### config.mk
export PLATFORM = sky130hd
export DESIGN_NAME = prime_count_responder
export DESIGN_NICKNAME = d
export VERILOG_FILES = /design/src/rtl/prime_count_responder.sv
export SDC_FILE = /design/constraint.sdc
export NUM_CORES = 1
export LEC_CHECK = 0
export ABC_AREA = 1
export CAP_MARGIN = 20
export CELL_PAD_IN_SITES_DETAIL_PLACEMENT = 0
export CELL_PAD_IN_SITES_GLOBAL_PLACEMENT = 1
export CORE_MARGIN = 5
export CORE_UTILIZATION = 35
export CTS_BUF_LIST = sky130_fd_sc_hd__clkbuf_16
export DETAILED_ROUTE_END_ITERATION = 16
export PLACE_DENSITY = 0.62
export SYNTH_ARGS = -nofsm -noshare
export SYNTH_HDL_FRONTEND = slang
export SYNTH_SLANG_ARGS = --single-unit
### constraint.sdc
create_clock -name clk -period 13.86 [get_ports clk]
set_input_delay 2.772 -clock clk [delete_from_list [all_inputs] [get_ports clk]]
set_output_delay 2.772 -clock clk [all_outputs]
set_load 0.005 [all_outputs]
### src/rtl/prime_count_responder.sv
// Prime counter behind a req/busy call handshake. Counts the primes between 2
// and a captured limit by trial division, using repeated subtraction for the
// remainder so that no divider is needed.
module prime_count_responder #(
  parameter int WIDTH = 16
) (
  input  logic             clk,
  input  logic             reset,
  input  logic             run_req,
  output logic             run_busy,
  input  logic [WIDTH-1:0] limit,
  output logic [WIDTH-1:0] field_prime_count_output,
  output logic [WIDTH-1:0] field_last_prime_output,
  output logic             field_finish_flag_output
);

  typedef enum logic [2:0] {
    IDLE,
    N_START,
    D_CHECK,
    SUB,
    PRIME,
    COMPOSITE,
    DONE
  } state_t;

  localparam logic [WIDTH:0]   ONE_N = {{WIDTH{1'b0}}, 1'b1};
  localparam logic [WIDTH:0]   TWO_N = {{(WIDTH-1){1'b0}}, 2'd2};
  localparam logic [WIDTH-1:0] ONE_W = {{(WIDTH-1){1'b0}}, 1'b1};

  state_t state;
  state_t state_next;

  // n carries one extra bit so that a limit of all-ones still terminates.
  logic [WIDTH-1:0]   lim;
  logic [WIDTH:0]     n;
  logic [WIDTH:0]     d;
  logic [WIDTH:0]     r;
  logic [1:0]         rst_sync;
  logic [2*WIDTH+1:0] d_sq;
  logic [2*WIDTH+1:0] n_wide;
  logic               n_over;

  assign d_sq   = {{(WIDTH+1){1'b0}}, d} * {{(WIDTH+1){1'b0}}, d};
  assign n_wide = {{(WIDTH+1){1'b0}}, n};
  assign n_over = n > {1'b0, lim};

  // Two-flop release of the async reset; no call is accepted until it settles.
  always_ff @(posedge clk or negedge reset) begin
    if (!reset) rst_sync <= 2'b00;
    else        rst_sync <= {rst_sync[0], 1'b1};
  end

  // State register.
  always_ff @(posedge clk or negedge reset) begin
    if (!reset) state <= IDLE;
    else        state <= state_next;
  end

  // Next-state decision for the search loop.
  always_comb begin
    state_next = state;
    case (state)
      IDLE:      if (run_req && rst_sync[1]) state_next = N_START;
      N_START:   state_next = n_over ? DONE : D_CHECK;
      D_CHECK:   state_next = (d_sq > n_wide) ? PRIME : SUB;
      SUB: begin
        if (r >= d)        state_next = SUB;
        else if (r == '0)  state_next = COMPOSITE;
        else               state_next = D_CHECK;
      end
      PRIME:     state_next = N_START;
      COMPOSITE: state_next = N_START;
      DONE:      state_next = IDLE;
      default:   state_next = IDLE;
    endcase
  end

  // Datapath and registered outputs, updated according to the current state.
  always_ff @(posedge clk or negedge reset) begin
    if (!reset) begin
      lim                      <= '0;
      n                        <= '0;
      d                        <= '0;
      r                        <= '0;
      run_busy                 <= 1'b0;
      field_prime_count_output <= '0;
      field_last_prime_output  <= '0;
      field_finish_flag_output <= 1'b0;
    end else begin
      case (state)
        IDLE: begin
          if (run_req && rst_sync[1]) begin
            lim                      <= limit;
            n                        <= TWO_N;
            field_prime_count_output <= '0;
            field_last_prime_output  <= '0;
            field_finish_flag_output <= 1'b0;
            run_busy                 <= 1'b1;
          end
        end
        N_START: begin
          if (!n_over) d <= TWO_N;
        end
        D_CHECK: begin
          if (d_sq <= n_wide) r <= n;
        end
        SUB: begin
          if (r >= d)        r <= r - d;
          else if (r != '0)  d <= d + ONE_N;
        end
        PRIME: begin
          field_prime_count_output <= field_prime_count_output + ONE_W;
          field_last_prime_output  <= n[WIDTH-1:0];
          n                        <= n + ONE_N;
        end
        COMPOSITE: begin
          n <= n + ONE_N;
        end
        DONE: begin
          field_finish_flag_output <= 1'b1;
          run_busy                 <= 1'b0;
        end
        default: ;
      endcase
    end
  end

endmodule

; ---- Yosys cells after proc, flatten, opt, wreduce, memory -nomap -nowiden
; Cells that the tools add are included.
[word_totals]
reg_bits = 106
word_cells = 69
input_bits = 19
[op_classes]
n_reduce_logical = 16
add_sub_neg = 4
n_lt_le_gt_ge = 4
n_mul = 1
eq_ne = 12
muxes = 22
[ops]
columns = operator, count
row1 = $mux 17, 6
row2 = $pmux 17 s2, 3
row3 = $pmux 16 s2, 2
row4 = $add 17x1->17 const B, 2
row5 = $gt 34x17->1, 1
row6 = $le 34x17->1, 1
row7 = $mul 17x17->34, 1
row8 = $ge 17x17->1, 1
row9 = $gt 17x16->1, 1
row10 = $logic_not 17->1, 1
row11 = $reduce_bool 17->1, 1
row12 = $sub 17x17->17, 1
row13 = $add 16x1->16 const B, 1
row14 = $mux 16, 1
row15 = $mux 3, 5
row16 = $pmux 3 s5, 1
row17 = $ne 2x2->1 const B, 6
row18 = $reduce_bool 2->1, 5
row19 = $eq 3x3->1 const B, 3
row20 = $reduce_and 2->1, 4
row21 = $eq 3x2->1 const B, 2
row22 = $pmux 1 s2, 2
row23 = $reduce_and 4->1, 1
row24 = $eq 3x1->1 const B, 1
row25 = 5 further kinds, 6

; ---- Logic depth before layout (Yosys ltp)
[logic_depth]
ltp_word = 4
depth_mapped = 40
depth_no_buf = 37

; ---- Worst setup path before layout
; OpenSTA, ideal clock, no wires.
[synth_path]
path_type = register to register
from = register d[4]
to = register r[10]
setup_ns = 0.117
required_ns = 13.743
path_stages_with_launch = 38
arrival_time_ns = 6.449
slack_ns = 7.294
path_cell_list = dfrtp_1 > clkbuf_1 > buf_1 > nand2_1 > fa_1 > inv_1 > ha_1 > inv_1 > fa_1 > fa_1 > inv_1 > fa_1 > inv_1 > fa_1 > inv_1 > ha_1 > nand2_1 > inv_2 > [... 2 more ...] > xor2_1 > ha_1 > nand2_1 > nor2_1 > a211oi_1 > nand2_1 > nand2_1 > nand2_1 > nand2_1 > nand2_1 > nand2_1 > nand2_1 > nor2_2 > nand3_2 > buf_6 > buf_6 > nand3_1 > nand2_1
[synth_between]
elab_chain_len = 4
elab_cells_between_ends = 9
[synth_rtl]
columns = element, line
row1 = from (decl), 37  ; logic [WIDTH:0] d;
row2 = from (signal assigned), 110  ; else if (r != '0) d <= d + ONE_N;
row3 = $mul 17x17->34, 44  ; assign d_sq = {{(WIDTH+1){1'b0}}, d} * {{(WIDTH+1){1'b0}}, d};
row4 = $le 34x17->1, 106  ; if (d_sq <= n_wide) r <= n;
row5 = $ne 2x2->1 (no line), n/a
row6 = $reduce_and 3->1 (no line), n/a
row7 = to (signal assigned), 106
row8 = to (signal assigned), 109  ; if (r >= d) r <= r - d;
row9 = to (decl), 38  ; logic [WIDTH:0] r;
; Several ways; a longest one is shown, not always the timed one. The select of a mux whose other input is x is not followed.
; A chain may end at the register's enable or synchronous reset.

; ---- Final worst setup path
[layout_path]
from = register d[10]
to = register r[7]
[layout_between]
elab_chain_len = 4
elab_cells_between_ends = 6
[layout_rtl]
columns = element, line
row1 = $mul 17x17->34, 44
row2 = $le 34x17->1, 106
row3 = $ne 2x2->1 (no line), n/a
row4 = $reduce_and 3->1 (no line) *, n/a
; Every way passes the cells marked *; elsewhere a longest branch is shown, timed or not.

==> flow_summary.json <==
{
  "status": "finished clean",
  "drive_above_1_share_pct": 3.07,
  "die_w_um": 221,
  "synth-simple-area-share_pct": 21.0,
  "critPathCaptureType": "register",
  "synthAdderAreaFrac_pct": 37.9,
  "hold_class": "reg -> reg",
  "route.met2.wl_um": 20500,
  "wirelength_um": 44900,
  "grt.overflow.total": 0,
  "synth_compound_area_share_pct": 7.57,
  "required_ns": 14.17,
  "layout_min_cycle_time_ns": 7.99,
  "wirelength_met1_um": 22500,
  "cap_violations": 0,
  "ir_worst_vdd_mv": 0.0630,
  "clockRootBuffer": "clkbuf_16",
  "layout.nets": 2457,
  "syn_avg_cell_area_um2": 7.53,
  "grt_pass1_vias": 13000,
  "fin_crit_sh_pct": 57.7,
  "synth_edf_count": 0,
  "criticalPathCategory": "reg -> reg",
  "synthArstFlopShare_pct": 100,
  "rsz0062_at_grt": "no",
  "slowest_delay_ns": 0.92,
  "drtIter0Drc": 749,
  "path_buf_inv": 5,
  "yosys_most_used_dff": "dfrtp_1",
  "grt_usage_pct": 18.6,
  "p_leak_uw": 0.00967,
  "wl_per_cell_um": 16.8,
  "numCtsBuffers": 9,
  "postCtsSetupRepairBufs": 0,
  "crit_top_cell": "nand2_1",
  "gp_congestion": 0.866,
  "antenna_found_initial": 0,
  "die_h_um": 221,
  "clkSlewWorstSetupHoldPaths_ns": 0.08,
  "initial_core_util_pct": 35.3,
  "grt_max_degree": 60,
  "cp_top_family": "adder cells",
  "drc": 0,
  "io_buffer_count": 52,
  "yosysSeqAreaShare_pct": 17.0,
  "clock.fmax_ghz": 0.125,
  "finalPower_uw": 1750,
  "synthXorXnorAreaFrac_pct": 2.36,
  "dieArea_um2": 48800,
  "h-tree-depth": 3,
  "vias_per_cell": 4.73,
  "start_kind": "register",
  "fin_worst_skew_ns": 0.0134,
  "cts_buffer_depth": 2,
  "synth_top_family_by_area": "adder cells",
  "synth_cell_types": 45,
  "synth_cells": 2070,
  "setup_viol": 0,
  "wl_met3_um": 1340,
  "cts_hold_buf": 0,
  "top_layer_used": "met4",
  "insertedDiodeCount": 0,
  "hpwl_um": 37500,
  "cts_sinks": 106,
  "synthesis.nets": 2445,
  "filler_cell_count": 4710,
  "rrSetupSlack_ns": 5.87,
  "critPathArrivalTime_ns": 8.30,
  "setup_tns_ns": 0,
  "syn-cell-area_um2": 15600,
  "cts_tree": "built",
  "finalHoldViolCount": 0,
  "grt_first_pass_wirelength_um": 73600,
  "drv_slew": 0,
  "synthToLayoutAreaGrowth_pct": 9.11,
  "synthMuxAreaShare_pct": 0.137,
  "insertion_delay_ns": 0.37,
  "firstDrtPassIters": 5,
  "dr_total_vias": 12700,
  "pin_count": 53,
  "worstMarginPinSlew_ns": 0.941,
  "final_antenna_net_count": 0,
  "ys_ff_latch": 106,
  "relSlewSlack_pct": 37.3,
  "crit_slowest_cell": "dfrtp_1",
  "yosysWarnings": 0,
  "critPathMaxFanout": 20,
  "pwr_density_cell_nw_per_um2": 103,
  "ctsResizeCount": 0,
  "coreArea_um2": 44100,
  "rows": 77
}
## final cells by class
class                   instances  area (µm²)  area share [%]
inverters                     515        1930            11.4
multi-input cells            1391       10800            63.3
flip-flops and latches        106        2650            15.6
repair buffers                 59         571            3.36
clock inverters                 7         118           0.692
well taps                     592         741            4.36
clock buffers                   9         225            1.32
## state kept, by name, indices dropped and copies added (netlist names)
signal                    cells
field_prime_count_output     16
field_finish_flag_output      1
field_last_prime_output      16
d                            17
state                         3
rst_sync                      2
n                            17
run_busy                      1
lim                          16
r                            17
## path summary, 6_finish.rpt
check	startpoint	to	cells past startpoint
worst max-delay path	d[10]	r[7]	28
worst min-delay path	rst_sync[0]	rst_sync[1]	0
worst max register to register	d[10]	r[7]	28
worst min register to register	rst_sync[0]	rst_sync[1]	0
max in group asynchronous	reset	d[9]	2
min in group asynchronous	reset	field_prime_count_output[3]	1
## metrics by stage
step	cell area (µm²)	hold WS (ns)	setup slack [ns]	std cells	utilization, %
global route	17000	0.372	5.35	2679	38.5
CTS	17000	0.359	5.86	2679	38.5
global placement	16700	0.332	5.87	2663	37.8
detailed placement	16700	0.339	5.92	2663	37.8
finish	17000	0.356	5.87	2679	38.5
floorplan	15600	0.331	7.29	2070	-
## report_power, final
group	switching [µW]	leakage [µW]	internal (µW)	total, µW
clock	141	0.000164	164	305
sequential	99.5	0.00139	412	511
combinational	601	0.00811	334	935
## Yosys cell counts (2+ instances only)
cell type	instances	area [µm²]
nand2_1	507	1900
inv_1	502	1880
fa_1	194	3880
ha_1	162	2030
dfrtp_1	106	2650
nor2_1	95	357
o21ai_0	95	475
nand3_1	78	390
a21oi_1	68	340
clkbuf_1	46	173
xor2_1	34	298
nand4_1	30	188
nor3_1	22	110
nor4_1	13	81.3
inv_2	11	41.3
o22ai_1	10	62.6
buf_1	9	33.8
nand3b_1	8	60.1
xnor2_1	8	70.1
nor2_2	7	43.8
o21bai_1	7	52.6
o31ai_1	7	52.6
or2_2	6	37.5
a21oi_2	5	43.8
o211ai_1	5	37.5
a211oi_1	3	22.5
a21o_1	3	22.5
buf_6	3	33.8
nand2_2	3	18.8
nand3_2	3	30.0
o21a_1	3	22.5
a31oi_1	2	12.5
and3_1	2	12.5
clkinv_1	2	7.51
## placed cells by master (no fill, tap or decap), types with 5 or more instances in the layout
cell type	n
dfrtp_1	106
or2_2	6
clkdlybuf4s50_1	51
nor2_1	95
fa_1	194
ha_1	162
nor2_2	7
buf_4	8
o211ai_1	5
nand3_1	78
o21bai_1	7
o21ai_0	95
xnor2_1	8
nand3b_1	8
o31ai_1	7
a21oi_1	68
nand4_1	30
nor4_1	13
a21oi_2	5
clkbuf_16	9
o22ai_1	10
xor2_1	34
inv_1	502
nor3_1	22
inv_2	11
nand2_1	507
## logic make-up after synthesis
group                    after synthesis
AND/OR/NAND/NOR                      778
adder cells (fa/ha/maj)              356
multiplexers                           2
flip-flops                           106
buffers and inverters                573
other                                  1
XOR/XNOR                              42
AO/OA/AOI/OAI                        212
## layer usage
| metal | vias to the layer above | GRT usage (%) |
|---|---|---|
| li1 | 6320 | - |
| met1 | 6147 | 27.8 |
| met2 | 195 | 30.2 |
| met3 | 23 | 1.84 |
| met4 | 0 | 2.50 |
| met5 | - | 0 |
Note: power is estimated with default switching activity, not from simulation.
==> variant (config.mk and constraints unchanged) <==
Set the parameter `WIDTH` to 12 (it was 16).
--- a/src/rtl/prime_count_responder.sv
+++ b/src/rtl/prime_count_responder.sv
@@ -2,7 +2,7 @@
 // and a captured limit by trial division, using repeated subtraction for the
 // remainder so that no divider is needed.
 module prime_count_responder #(
-  parameter int WIDTH = 16
+  parameter int WIDTH = 12
 ) (
   input  logic             clk,
   input  logic             reset,
Interface: changed (resized field_last_prime_output, field_prime_count_output and limit); port bits go from 53 to 41. No check against the original RTL was run, so the function may have changed too.
==> variant against the unedited design <==
Area after synthesis fell by 34%; worst setup slack gained 1500 ps; sequential cell count down 24; wire length down 37%; hold slack is essentially flat; final area decreased by 33%; clock skew fell by 3.8 ps; critical path depth up 1; die area is 33% lower; global-route usage shrank 0.83 points; power down 25%; critical path type unchanged.
==> variant: results (changes against the unedited design) <==
| Metric | Value |
|---|---|
| Number of distinct library cells after synthesis | 46 (was 45) |
| Via density per instance | 4.694 (was 4.735) |
| Crit. path cell count | 29 (was 28) |
| Drt total wl | 28430 um (was 44880 um) |
| Portion of the post-synthesis area used by sequential elements | 20.01% (was 17.02%) |
| Port-buffer cells | 40 (was 52) |
| Filler instances | 3056 (was 4710) |
| Maximum clock frequency | 0.1538 GHz (was 0.1251 GHz) |
| Critical Path AT | 6740 ps (was 8300 ps) |
| Placed Instances | 1807 (was 2663) |
| Capture instance of the worst register-to-register path | r[3] (was r[7]) |
| Number of DRC violations after detailed-routing iteration 0 | 556 (was 749) |
| Max rail drop VDD | 0.08064 mV (was 0.06301 mV) |
| Worst Hold Slack | 356.2 ps (was 355.8 ps) |
| Delay of the slowest critical-path stage | 650 ps (was 920 ps) |
| Depth of the most critical reg-to-reg path | 29 (was 28) |
| Pin count of the biggest net entering global routing | 68 (was 60) |
| Most area-consuming cells after synthesis | dfrtp_1, fa_1, nand2_1, ha_1, inv_1 (was fa_1, dfrtp_1, ha_1, nand2_1, inv_1) |
| Sequential cell area | 0.002052 mm^2 (was 0.002653 mm^2) |
| Registers with the most flip-flops | d x13, n x13, r x13 (was d x17, n x17, r x17) |
| Wire length of the first global-routing pass | 46970 um (was 73570 um) |
| Total half-perimeter wirelength after legalization and detailed placement | 23120 um (was 37450 um) |
| Via count of the first global-routing pass | 8682 (was 13000) |
| Portion of the layout cell area used by non-clock buffers | 3.810% (was 3.356%) |
| Slew margin rel. | 32.11% (was 37.27%) |
| Final RePlAce weighted congestion | 0.8628 (was 0.8662) |
| Vias post-DR | 8562 (was 12690) |
| Status | finished clean (unchanged) |
| Clock tree cell share of total cell area | 2.673% (was 2.016%) |
| Launch point of the critical path | d[6] (was d[10]) |
| Clock Skews | 9.603 ps (was 13.38 ps) |
| Combined area of the multi-input logic cells | 0.006839 mm^2 (was 0.01076 mm^2) |
| FF-to-FF setup slack | 7360 ps (was 5870 ps) |
-- variant: cell types whose count changed after synthesis, sizes merged, moves of 24 or more --
cell   delta
inv     -188
fa       -96
dfrtp    -24
nand2   -138
a21oi    -25
ha       -54
-- variant: metal layers --
metal	wire, um	vias to the layer above	track usage, %
li1	-	4366	-
met1	14950	4046	27.35
met2	12190	129	27.00
met3	964	21	2.272
met4	333	0	3.182
met5	0	-	0
-- variant: cells by family after synthesis --
group	after synthesis	share of synthesized area [%]
simple gates	585	23.89
buf+inv	358	13.30
fa+ha+maj	206	32.31
compound gates	152	8.077
flops	82	20.01
xor+xnor	24	2.050
mux	3	0.2928
other cells	2	0.07323
-- variant: report_power, final --
part           internal [mW]  switching [mW]  total (mW)
clock                  0.141           0.111       0.252
combinational          0.246           0.416       0.662
sequential             0.319          0.0727       0.392
total                  0.706           0.599        1.31
